$ cat config.mk
export PLATFORM = sky130hd
export DESIGN_NAME = fwd_hazard_unit
export DESIGN_NICKNAME = d
export VERILOG_FILES = /design/src/rtl/fwd_hazard_unit_pkg.sv /design/src/rtl/fwd_hazard_unit_select.sv /design/src/rtl/fwd_hazard_unit.sv
export SDC_FILE = /design/constraint.sdc
export NUM_CORES = 1
export LEC_CHECK = 0
export BUFFER_PORTS_ARGS = -buffer_cell sky130_fd_sc_hd__buf_2
export CELL_PAD_IN_SITES_DETAIL_PLACEMENT = 1
export CELL_PAD_IN_SITES_GLOBAL_PLACEMENT = 1
export CORE_ASPECT_RATIO = 1.25
export CORE_MARGIN = 5
export CORE_UTILIZATION = 46
export DETAILED_ROUTE_END_ITERATION = 8
export PLACE_DENSITY = 0.93
export SYNTH_ARGS = -nofsm -noshare
export SYNTH_HDL_FRONTEND = slang
export SYNTH_SLANG_ARGS = --single-unit
$ cat constraint.sdc
create_clock -name clk -period 3.4 [get_ports clk]
set_clock_uncertainty 0.2 [all_clocks]
set_input_delay 0.17 -clock clk [delete_from_list [all_inputs] [get_ports clk]]
set_output_delay 0.17 -clock clk [all_outputs]
set_load 0.02 [all_outputs]
$ cat src/rtl/fwd_hazard_unit_pkg.sv
// Shared constants for the ALU operand-forwarding path: mux select encodings
// and the forwarding-source qualifier used by the hazard unit and the ALU.
package fwd_hazard_unit_pkg;

    localparam int ALU_MUX_SEL_W      = 2;
    localparam int REG_ADDR_W_DEFAULT = 5;

    typedef enum logic [ALU_MUX_SEL_W-1:0] {
        ALUMuxDataFromReg     = 2'b00,
        ALUMuxDataFromALU_MEM = 2'b01,
        ALUMuxDataFromMEM_WB  = 2'b10
    } alu_mux_sel_e;

    // x0 is hardwired to zero, so a write to it never produces forwardable data.
    function automatic logic is_fwd_source(input logic valid,
                                           input logic reg_write,
                                           input logic rd_nonzero);
        return valid & reg_write & rd_nonzero;
    endfunction

endpackage

$ cat src/rtl/fwd_hazard_unit_select.sv
// Per-operand forwarding comparator: picks the youngest valid producer of rs
// among the ALU_MEM and MEM_WB stages, falling back to the register file.
module fwd_select
    import fwd_hazard_unit_pkg::*;
#(
    parameter int REG_ADDR_W = REG_ADDR_W_DEFAULT
) (
    input  logic                  alu_valid,
    input  logic [REG_ADDR_W-1:0] rs,
    input  logic                  rs_used,
    input  logic                  am_valid,
    input  logic                  am_reg_write,
    input  logic [REG_ADDR_W-1:0] am_rd,
    input  logic                  mw_valid,
    input  logic                  mw_reg_write,
    input  logic [REG_ADDR_W-1:0] mw_rd,
    output logic [ALU_MUX_SEL_W-1:0] sel
);

    logic am_src;
    logic mw_src;

    assign am_src = is_fwd_source(am_valid, am_reg_write, |am_rd);
    assign mw_src = is_fwd_source(mw_valid, mw_reg_write, |mw_rd);

    always_comb begin
        sel = ALUMuxDataFromReg;
        if (alu_valid && rs_used && (rs != '0)) begin
            if (am_src && (am_rd == rs)) begin
                sel = ALUMuxDataFromALU_MEM;
            end else if (mw_src && (mw_rd == rs)) begin
                sel = ALUMuxDataFromMEM_WB;
            end
        end
    end

endmodule

$ cat src/rtl/fwd_hazard_unit.sv
// Forwarding and load-use hazard controller: shadows the destination registers
// of the ALU, ALU_MEM and MEM_WB stages and drives operand selects and stall.
module fwd_hazard_unit
    import fwd_hazard_unit_pkg::*;
#(
    parameter int REG_ADDR_W = REG_ADDR_W_DEFAULT,
    parameter int CNT_W      = 16
) (
    input  logic                  clk,
    input  logic                  rst_n,
    input  logic                  decValid,
    input  logic [REG_ADDR_W-1:0] decRs1,
    input  logic [REG_ADDR_W-1:0] decRs2,
    input  logic                  decRs1Used,
    input  logic                  decRs2Used,
    input  logic [REG_ADDR_W-1:0] decRd,
    input  logic                  decRegWrite,
    input  logic                  decIsLoad,
    input  logic                  flush,
    output logic [1:0]            select1,
    output logic [1:0]            select2,
    output logic                  stall,
    output logic [CNT_W-1:0]      stallCount
);

    logic                  alu_valid_reg;
    logic                  alu_valid_next;
    logic [REG_ADDR_W-1:0] alu_rd_reg;
    logic                  alu_reg_write_reg;
    logic                  alu_is_load_reg;
    logic [REG_ADDR_W-1:0] alu_rs1_reg;
    logic [REG_ADDR_W-1:0] alu_rs2_reg;
    logic                  alu_rs1_used_reg;
    logic                  alu_rs2_used_reg;

    logic                  am_valid_reg;
    logic [REG_ADDR_W-1:0] am_rd_reg;
    logic                  am_reg_write_reg;

    logic                  mw_valid_reg;
    logic [REG_ADDR_W-1:0] mw_rd_reg;
    logic                  mw_reg_write_reg;

    logic [CNT_W-1:0]      stall_count_reg;
    logic [CNT_W-1:0]      stall_count_next;
    logic                  stall_int;
    logic                  load_in_alu;

    // Flush wins over a plain issue; a stall turns the insert into a bubble.
    assign alu_valid_next = decValid & ~stall_int & ~flush;

    // Bubble entries still capture the decode fields; only valid is cleared.
    always_ff @(posedge clk or negedge rst_n) begin
        if (!rst_n) begin
            alu_valid_reg     <= 1'b0;
            alu_rd_reg        <= '0;
            alu_reg_write_reg <= 1'b0;
            alu_is_load_reg   <= 1'b0;
            alu_rs1_reg       <= '0;
            alu_rs2_reg       <= '0;
            alu_rs1_used_reg  <= 1'b0;
            alu_rs2_used_reg  <= 1'b0;
            am_valid_reg      <= 1'b0;
            am_rd_reg         <= '0;
            am_reg_write_reg  <= 1'b0;
            mw_valid_reg      <= 1'b0;
            mw_rd_reg         <= '0;
            mw_reg_write_reg  <= 1'b0;
        end else begin
            mw_valid_reg      <= am_valid_reg;
            mw_rd_reg         <= am_rd_reg;
            mw_reg_write_reg  <= am_reg_write_reg;
            am_valid_reg      <= alu_valid_reg;
            am_rd_reg         <= alu_rd_reg;
            am_reg_write_reg  <= alu_reg_write_reg;
            alu_valid_reg     <= alu_valid_next;
            alu_rd_reg        <= decRd;
            alu_reg_write_reg <= decRegWrite;
            alu_is_load_reg   <= decIsLoad;
            alu_rs1_reg       <= decRs1;
            alu_rs2_reg       <= decRs2;
            alu_rs1_used_reg  <= decRs1Used;
            alu_rs2_used_reg  <= decRs2Used;
        end
    end

    // Only a load sitting in the ALU stage can stall; by ALU_MEM it forwards.
    assign load_in_alu = alu_valid_reg & alu_is_load_reg & alu_reg_write_reg & (|alu_rd_reg);
    assign stall_int   = decValid & load_in_alu &
                         ((decRs1Used & (decRs1 == alu_rd_reg)) |
                          (decRs2Used & (decRs2 == alu_rd_reg)));
    assign stall       = stall_int;

    always_comb begin
        stall_count_next = stall_count_reg;
        if (stall_int && (stall_count_reg != '1)) begin
            stall_count_next = stall_count_reg + {{(CNT_W-1){1'b0}}, 1'b1};
        end
    end

    always_ff @(posedge clk or negedge rst_n) begin
        if (!rst_n) begin
            stall_count_reg <= '0;
        end else begin
            stall_count_reg <= stall_count_next;
        end
    end

    assign stallCount = stall_count_reg;

    logic [REG_ADDR_W-1:0]    rs_arr   [2];
    logic                     used_arr [2];
    logic [ALU_MUX_SEL_W-1:0] sel_arr  [2];

    assign rs_arr[0]   = alu_rs1_reg;
    assign rs_arr[1]   = alu_rs2_reg;
    assign used_arr[0] = alu_rs1_used_reg;
    assign used_arr[1] = alu_rs2_used_reg;

    genvar gi;
    generate
        for (gi = 0; gi < 2; gi++) begin : g_sel
            fwd_select #(
                .REG_ADDR_W (REG_ADDR_W)
            ) u_fwd_select (
                .alu_valid    (alu_valid_reg),
                .rs           (rs_arr[gi]),
                .rs_used      (used_arr[gi]),
                .am_valid     (am_valid_reg),
                .am_reg_write (am_reg_write_reg),
                .am_rd        (am_rd_reg),
                .mw_valid     (mw_valid_reg),
                .mw_reg_write (mw_reg_write_reg),
                .mw_rd        (mw_rd_reg),
                .sel          (sel_arr[gi])
            );
        end
    endgenerate

    assign select1 = sel_arr[0];
    assign select2 = sel_arr[1];

endmodule

==> metrics.md, run 1 <==
| Metric | Value |
|---|---|
| Post-CTS Setup Repair Bufs | 0 |
| Hold WS | roughly 0.19 ns |
| Synth area leader | dfrtp_1 |
| Setup WS post-layout | about 0.73 ns |
| Max reg flops | 16 |
| Post-synth top cells | dfrtp_1, xnor2_1, xor2_1 |
| Mapped cell area | between 0.002 and 0.0025 sq mm |
| IO Pins | 44 |
| Antenna Cells | 0 |
| Die area | about 0.006 sq mm |
| Syn-to-layout area delta | 28.1% |
| TritonCTS Buffers | 5 |
| Synthesized area per cell | between 10 and 15 sq um |
| Initial antenna violation count | 0 |
| CP Max Fanout | 16 |
| Fmax | around 380 MHz |
| Setup_tns | 0 ns |
| # setup viols final | 0 |
| Yosys top cell area share | approximately three fifths |
| DR vias/cell | ~5.5 |
| Sinks on the clock net | 50 |
| Dpl ws | roughly 1.2 ns |
| Classification of the worst setup path | in2reg |
| Layout cells sized above 1 | 26.7% |
| Pre-Repair DR Iteration Count | 4 |
| Pleak | roughly 1.2 nW |
| Ys async rst share | 100% |
| Vias post-DR | between 1500 and 2000 |
| Post-Syn Instances | around 160 |
| Slew Viols, Final | 0 |
| Netlist cell types | 33 |
| Largest net degree at the start of global routing | slightly above 50 |
| First-pass GRT wire length | around 9100 microns |
| Most frequent cell after synthesis | dfrtp_1 |
| Register area | about 0.0013 sq mm |
| Final Util | about three fifths |
| Initial Utilization | 48.0% |
| Yosys Warn Count | 0 |
| FILL cells | roughly 490 |
| Area contributors post-synth | dfrtp_1, xnor2_1, xor2_1 |
| CTS root buf | clkbuf_8 |
| Chip width | approximately 71 microns |
| Post-synth EDFFs | 0 |
| DRT iter0 DRCs | 67 |
| Insertion delay to the later sink of the worst-skew pair | ~0.3 ns |
| Worst setup EP type | flop |
| CTS Hold Buffers Added | 22 |
| Critical Path RT | between 3 and 4 ns |
| Routed len/inst | roughly 19 microns |
| Vert. Die Dim | 86.3 microns |
| MaxCap Viol Count | 0 |
| Syn_nets | between 150 and 200 |
| RSZ-0062 raised after global routing | false |
| Layout Nets | 255 |
| Clk pin slew, worst setup/hold paths | roughly 0.090 ns |
| FP Rows | 27 |
| Tcrit/Tclk final | 78.4% |
| Ys flop type | dfrtp_1 |
| Slew HR | 29.2% |
| CP arrival | about 2.7 ns |
| Number of global-route vias before repair | 1860 |
| DRC Markers | 0 |
| Hold Fails Final Rpt | 0 |
| Hpwl dp | approximately 4000 microns |
| Worst slew pin tran | roughly 1.1 ns |
| CP Launch Type | input pin |
| #FFs+latches synth | 50 |
| Max IR drop VDD | roughly 0.23 mV |
| Area of the multi-input gates | just under 900 sq um |
| Pwr Density | ~420 mW/mm^2 |
| Hold crit path type | reg2reg |
| Sequential fraction of the synthesis area | 58.4% |
| Status | completed |
| GRT Util Overall | roughly a fifth |
| WL final | 5540 microns |
| H-tree depth | 2 |
| Antenna viol nets, final | 0 |
| Core area | roughly 0.0045 sq mm |
| Total Power | around 1.2 mW |
| Clk buf depth | 2 |
| Port Buf Inserts | 43 |
| Resized cells post-CTS | 0 |
| Total global routing overflow | 0 |
| Period minus WS final | around 2.7 ns |
| GP Congestion | about 0.83 |
| TritonCTS clock tree | yes |
## metal layers
metal  global-route usage (%)  wire length [microns]
met5                        0                      0
met4                     9.74                    197
met3                     2.67                    156
met2                     36.5                   3060
met1                     21.2                   2120
## per-stage QoR
stage / instances / instance area [sq um]
after detailed placement: 260 / 2410
after global routing: 290 / 2740
after CTS: 290 / 2740
after global placement: 260 / 2410
after floorplan: 161 / 2140
final: 290 / 2740
## worst paths after layout
kind / cells past startpoint / end / startpoint / slack [ns]
setup reg to reg: 6 / alu_valid_reg$_DFF_PN0_ / alu_rd_reg[4]$_DFF_PN0_ / 0.78
max in group asynchronous: 2 / alu_rd_reg[2]$_DFF_PN0_ / rst_n / 1.95
setup / recovery: 8 / alu_valid_reg$_DFF_PN0_ / decRs1[1] / 0.73
hold reg to reg: 0 / am_reg_write_reg$_DFF_PN0_ / alu_reg_write_reg$_DFF_PN0_ / 0.19
min in group asynchronous: 2 / alu_rs2_reg[1]$_DFF_PN0_ / rst_n / 0.40
hold / removal: 0 / am_reg_write_reg$_DFF_PN0_ / alu_reg_write_reg$_DFF_PN0_ / 0.19
## cell type report
| cell class | instances | share of cell area, % |
|---|---|---|
| multi-input cells | 109 | 31.8 |
| clock buffers | 6 | 2.65 |
| flip-flops and latches | 50 | 45.6 |
| repair buffers | 65 | 15.9 |
| clock inverters | 2 | 1.37 |
| well taps | 58 | 2.65 |
## worst max-delay path, stage by stage
cell and delay, ns:
dlygate4sd3_1 0.55, buf_2 0.14, xnor2_1 0.15, nand4_1 0.14, o22ai_2 0.60, and2b_2 0.28, nor3b_2 0.05, dlygate4sd3_1 0.56
## logic make-up after synthesis
| group | count (synthesis) | synth area share (%) |
|---|---|---|
| buf+inv | 2 | 0.760 |
| simple gates | 53 | 16.1 |
| compound gates | 9 | 5.14 |
| mux | 1 | 0.526 |
| fa+ha+maj | 1 | 0.584 |
| xor+xnor | 45 | 18.4 |
| flops | 50 | 58.4 |
## power breakdown
part | switching [mW] | internal [mW] | total, mW
Sequential | 0.0261 | 0.616 | 0.642
Combinational | 0.0453 | 0.0527 | 0.0980
Clock | 0.191 | 0.220 | 0.410
Total | 0.262 | 0.888 | 1.15
## placed cells by master, fill, tap and decap left out, types with 2 or more instances in the layout
cell type	n
nand3_1	9
nor3_1	4
clkbuf_8	5
buf_2	43
nand2_1	6
and4_1	5
xnor2_1	35
dfrtp_1	50
or4_1	3
nor4_1	2
nand4_1	9
xor2_1	10
dlygate4sd3_1	22
o211ai_1	2
and3_1	5
(Power assumes the default switching activity.)
==> run 2: changes to the inputs <==
Settings changed: CORE_UTILIZATION 46 to 39, PLACE_DENSITY 0.93 to 0.85.
Clock period 3.4 ns to 2.38 ns, I/O delays scaled along.
==> metrics.md, run 2 (same netlist as run 1, synthesis figures left out) <==
| Metric | Value |
|---|---|
| H-tree depth | 2 |
| Antenna viol nets, final | 0 |
| Initial antenna violation count | 0 |
| FILL cells | 572 |
| Max IR drop VDD | between 0.2 and 0.3 mV |
| Commonest cells after routing, fill and taps aside | dfrtp_1, buf_2, xnor2_1, dlygate4sd3_1, xor2_1 |
| GP Congestion | 0.819 |
| P_sw | 0.374 mW |
| MaxCap Viol Count | 0 |
| Setup_tns | 0 ns |
| Routed len/inst | about 17 microns |
| Clk buf depth | 2 |
| FP Rows | 30 |
| Worst slew pin tran | 0.372 ns |
| R2R setup slack | roughly 0.19 ns |
| RSZ-0062 raised after global routing | false |
| Area of the multi-input gates | between 800 and 900 sq um |
| Hold Fails Final Rpt | 0 |
| Antenna Cells | 0 |
| # setup viols final | 0 |
| DRC Markers | 0 |
| Sequential share of power | ~55% |
| Pwr Density | slightly below 600 mW/mm^2 |
| Port Buf Inserts | between 40 and 50 |
| CP Max Fanout | 2 |
| IO Pins | 44 |
| CTS root buf | clkbuf_8 |
| Slew Viols, Final | 0 |
| GRT Util Overall | between 15 and 20% |
| Cell Count, Final, Fillers Out | 302 |
| Core area | between 0.005 and 0.006 sq mm |
| Die area | 0.00708 sq mm |
| Hold crit path type | in2async |
| Placed cells | ~270 |
| Layout cells sized above 1 | 29.4% |
| CP Launch Type | flop |
| Vias post-DR | roughly 1600 |
| Switch share | a little under a quarter |
| Clk pin slew, worst setup/hold paths | around 0.090 ns |
| Classification of the worst setup path | reg2out |
| Hpwl dp | about 3700 microns |
| Total Power | about 1.6 mW |
| Comb pwr share | around 8.9% |
| Most common cell after layout, fill and taps aside | dfrtp_1 |
| Int Pwr | roughly 1.3 mW |
| Fmax | about 430 MHz |
| Pleak | roughly 1.3 nW |
| Largest net degree at the start of global routing | 23 |
| Insertion delay to the later sink of the worst-skew pair | 0.30 ns |
| Slew HR | between 70 and 80% |
| Initial Utilization | approximately two fifths |
| Number of global-route vias before repair | between 1500 and 2000 |
| Critical Path RT | between 2 and 2.5 ns |
| Chip width | between 70 and 80 microns |
| Pre-Repair DR Iteration Count | 4 |
| Sinks on the clock net | 50 |
| Syn-to-layout area delta | 31.2% |
| DR vias/cell | 5.15 |
| TritonCTS Buffers | 5 |
| Clock power frac | between 30% and 40% |
| WL final | 5010 microns |
| Worst setup EP type | output port |
| Total global routing overflow | 0 |
| Tcrit/Tclk final | between 90% and 100% |
| Vert. Die Dim | between 90 and 100 microns |
| Period minus WS final | 2.32 ns |
| CP arrival | approximately 2.0 ns |
| Layout Nets | ~260 |
| Register area | approximately 0.0013 sq mm |
| First-pass GRT wire length | ~8500 microns |
| Status | completed |
| Max reg flops | 16 |
| DRT iter0 DRCs | 36 |
| TritonCTS clock tree | yes |
-- run 2: cell types whose count changed in the layout (fill, tap and decap cells not counted), sizes merged --
cell | previous run | this run
buf | 43 | 49
-- run 2: critical path: stages, from the launching register on --
cell and delay [ns]:
dfrtp_1 0.40, or4_1 0.54, o211ai_1 0.19, buf_4 0.16
nor4_2 0.05, nor3_1 0.18, buf_2 0.19
-- run 2: cell type report --
class	instances	share of cell area, %
clock buffer	6	2.58
multi-input combinational	109	31.6
tap	64	2.85
sequential	50	44.6
timing repair buffer	71	17.1
clock inverter	2	1.34
-- run 2: final timing paths --
path,endpoint,from,cells past startpoint
worst max-delay path,select1[1],am_rd_reg[0]$_DFF_PN0_,6
worst min-delay path,stallCount[1]$_DFFE_PN0P_,rst_n,2
worst max register to register,stallCount[1]$_DFFE_PN0P_,stallCount[0]$_DFFE_PN0P_,6
worst min register to register,am_reg_write_reg$_DFF_PN0_,alu_reg_write_reg$_DFF_PN0_,0
max in group asynchronous,stallCount[8]$_DFFE_PN0P_,rst_n,3
min in group clk,am_reg_write_reg$_DFF_PN0_,alu_reg_write_reg$_DFF_PN0_,0
-- run 2: power groups by stage --
| stage | Combinational [mW] | Clock (mW) | Sequential [mW] |
|---|---|---|---|
| 3_3_place_gp | 0.109 | 0 | 0.930 |
| 6_report | 0.146 | 0.588 | 0.914 |
| 4_1_cts | 0.146 | 0.605 | 0.915 |
| 3_5_place_dp | 0.112 | 0 | 0.933 |
| 2_1_floorplan | 0.0575 | 0 | 0.924 |
| 5_1_grt | 0.162 | 0.638 | 0.919 |
-- run 2: layer usage --
layer,wire (microns),track usage (%),up-vias,share of wire [%]
met3,191,3.21,4,3.8
li1,-,-,730,-
met2,2800,27.7,34,56
met1,1990,17.5,787,40
met5,0,0,-,0
met4,26,4.37,0,0.52
-- run 2: timing repair --
item,in CTS,in global routing
endpoints found under the setup margin,1,2
pin swaps,1,1
resized for setup,0,2
endpoints found under the hold margin,70,0
buffers inserted,2,1
hold buffers,22,0
-- run 2: metrics by stage --
step | hold WS, ns | setup slack, ns | utilization, % | area, sq um
floorplan | -0.377 | 0.350 | - | 2140
global placement | -0.162 | 0.300 | 45.5 | 2440
detailed placement | -0.159 | 0.211 | 45.5 | 2440
CTS | 0.0406 | 0.0209 | 51.9 | 2790
global route | 0.0649 | 0.0104 | 52.3 | 2810
finish | 0.0422 | 0.0603 | 52.3 | 2810
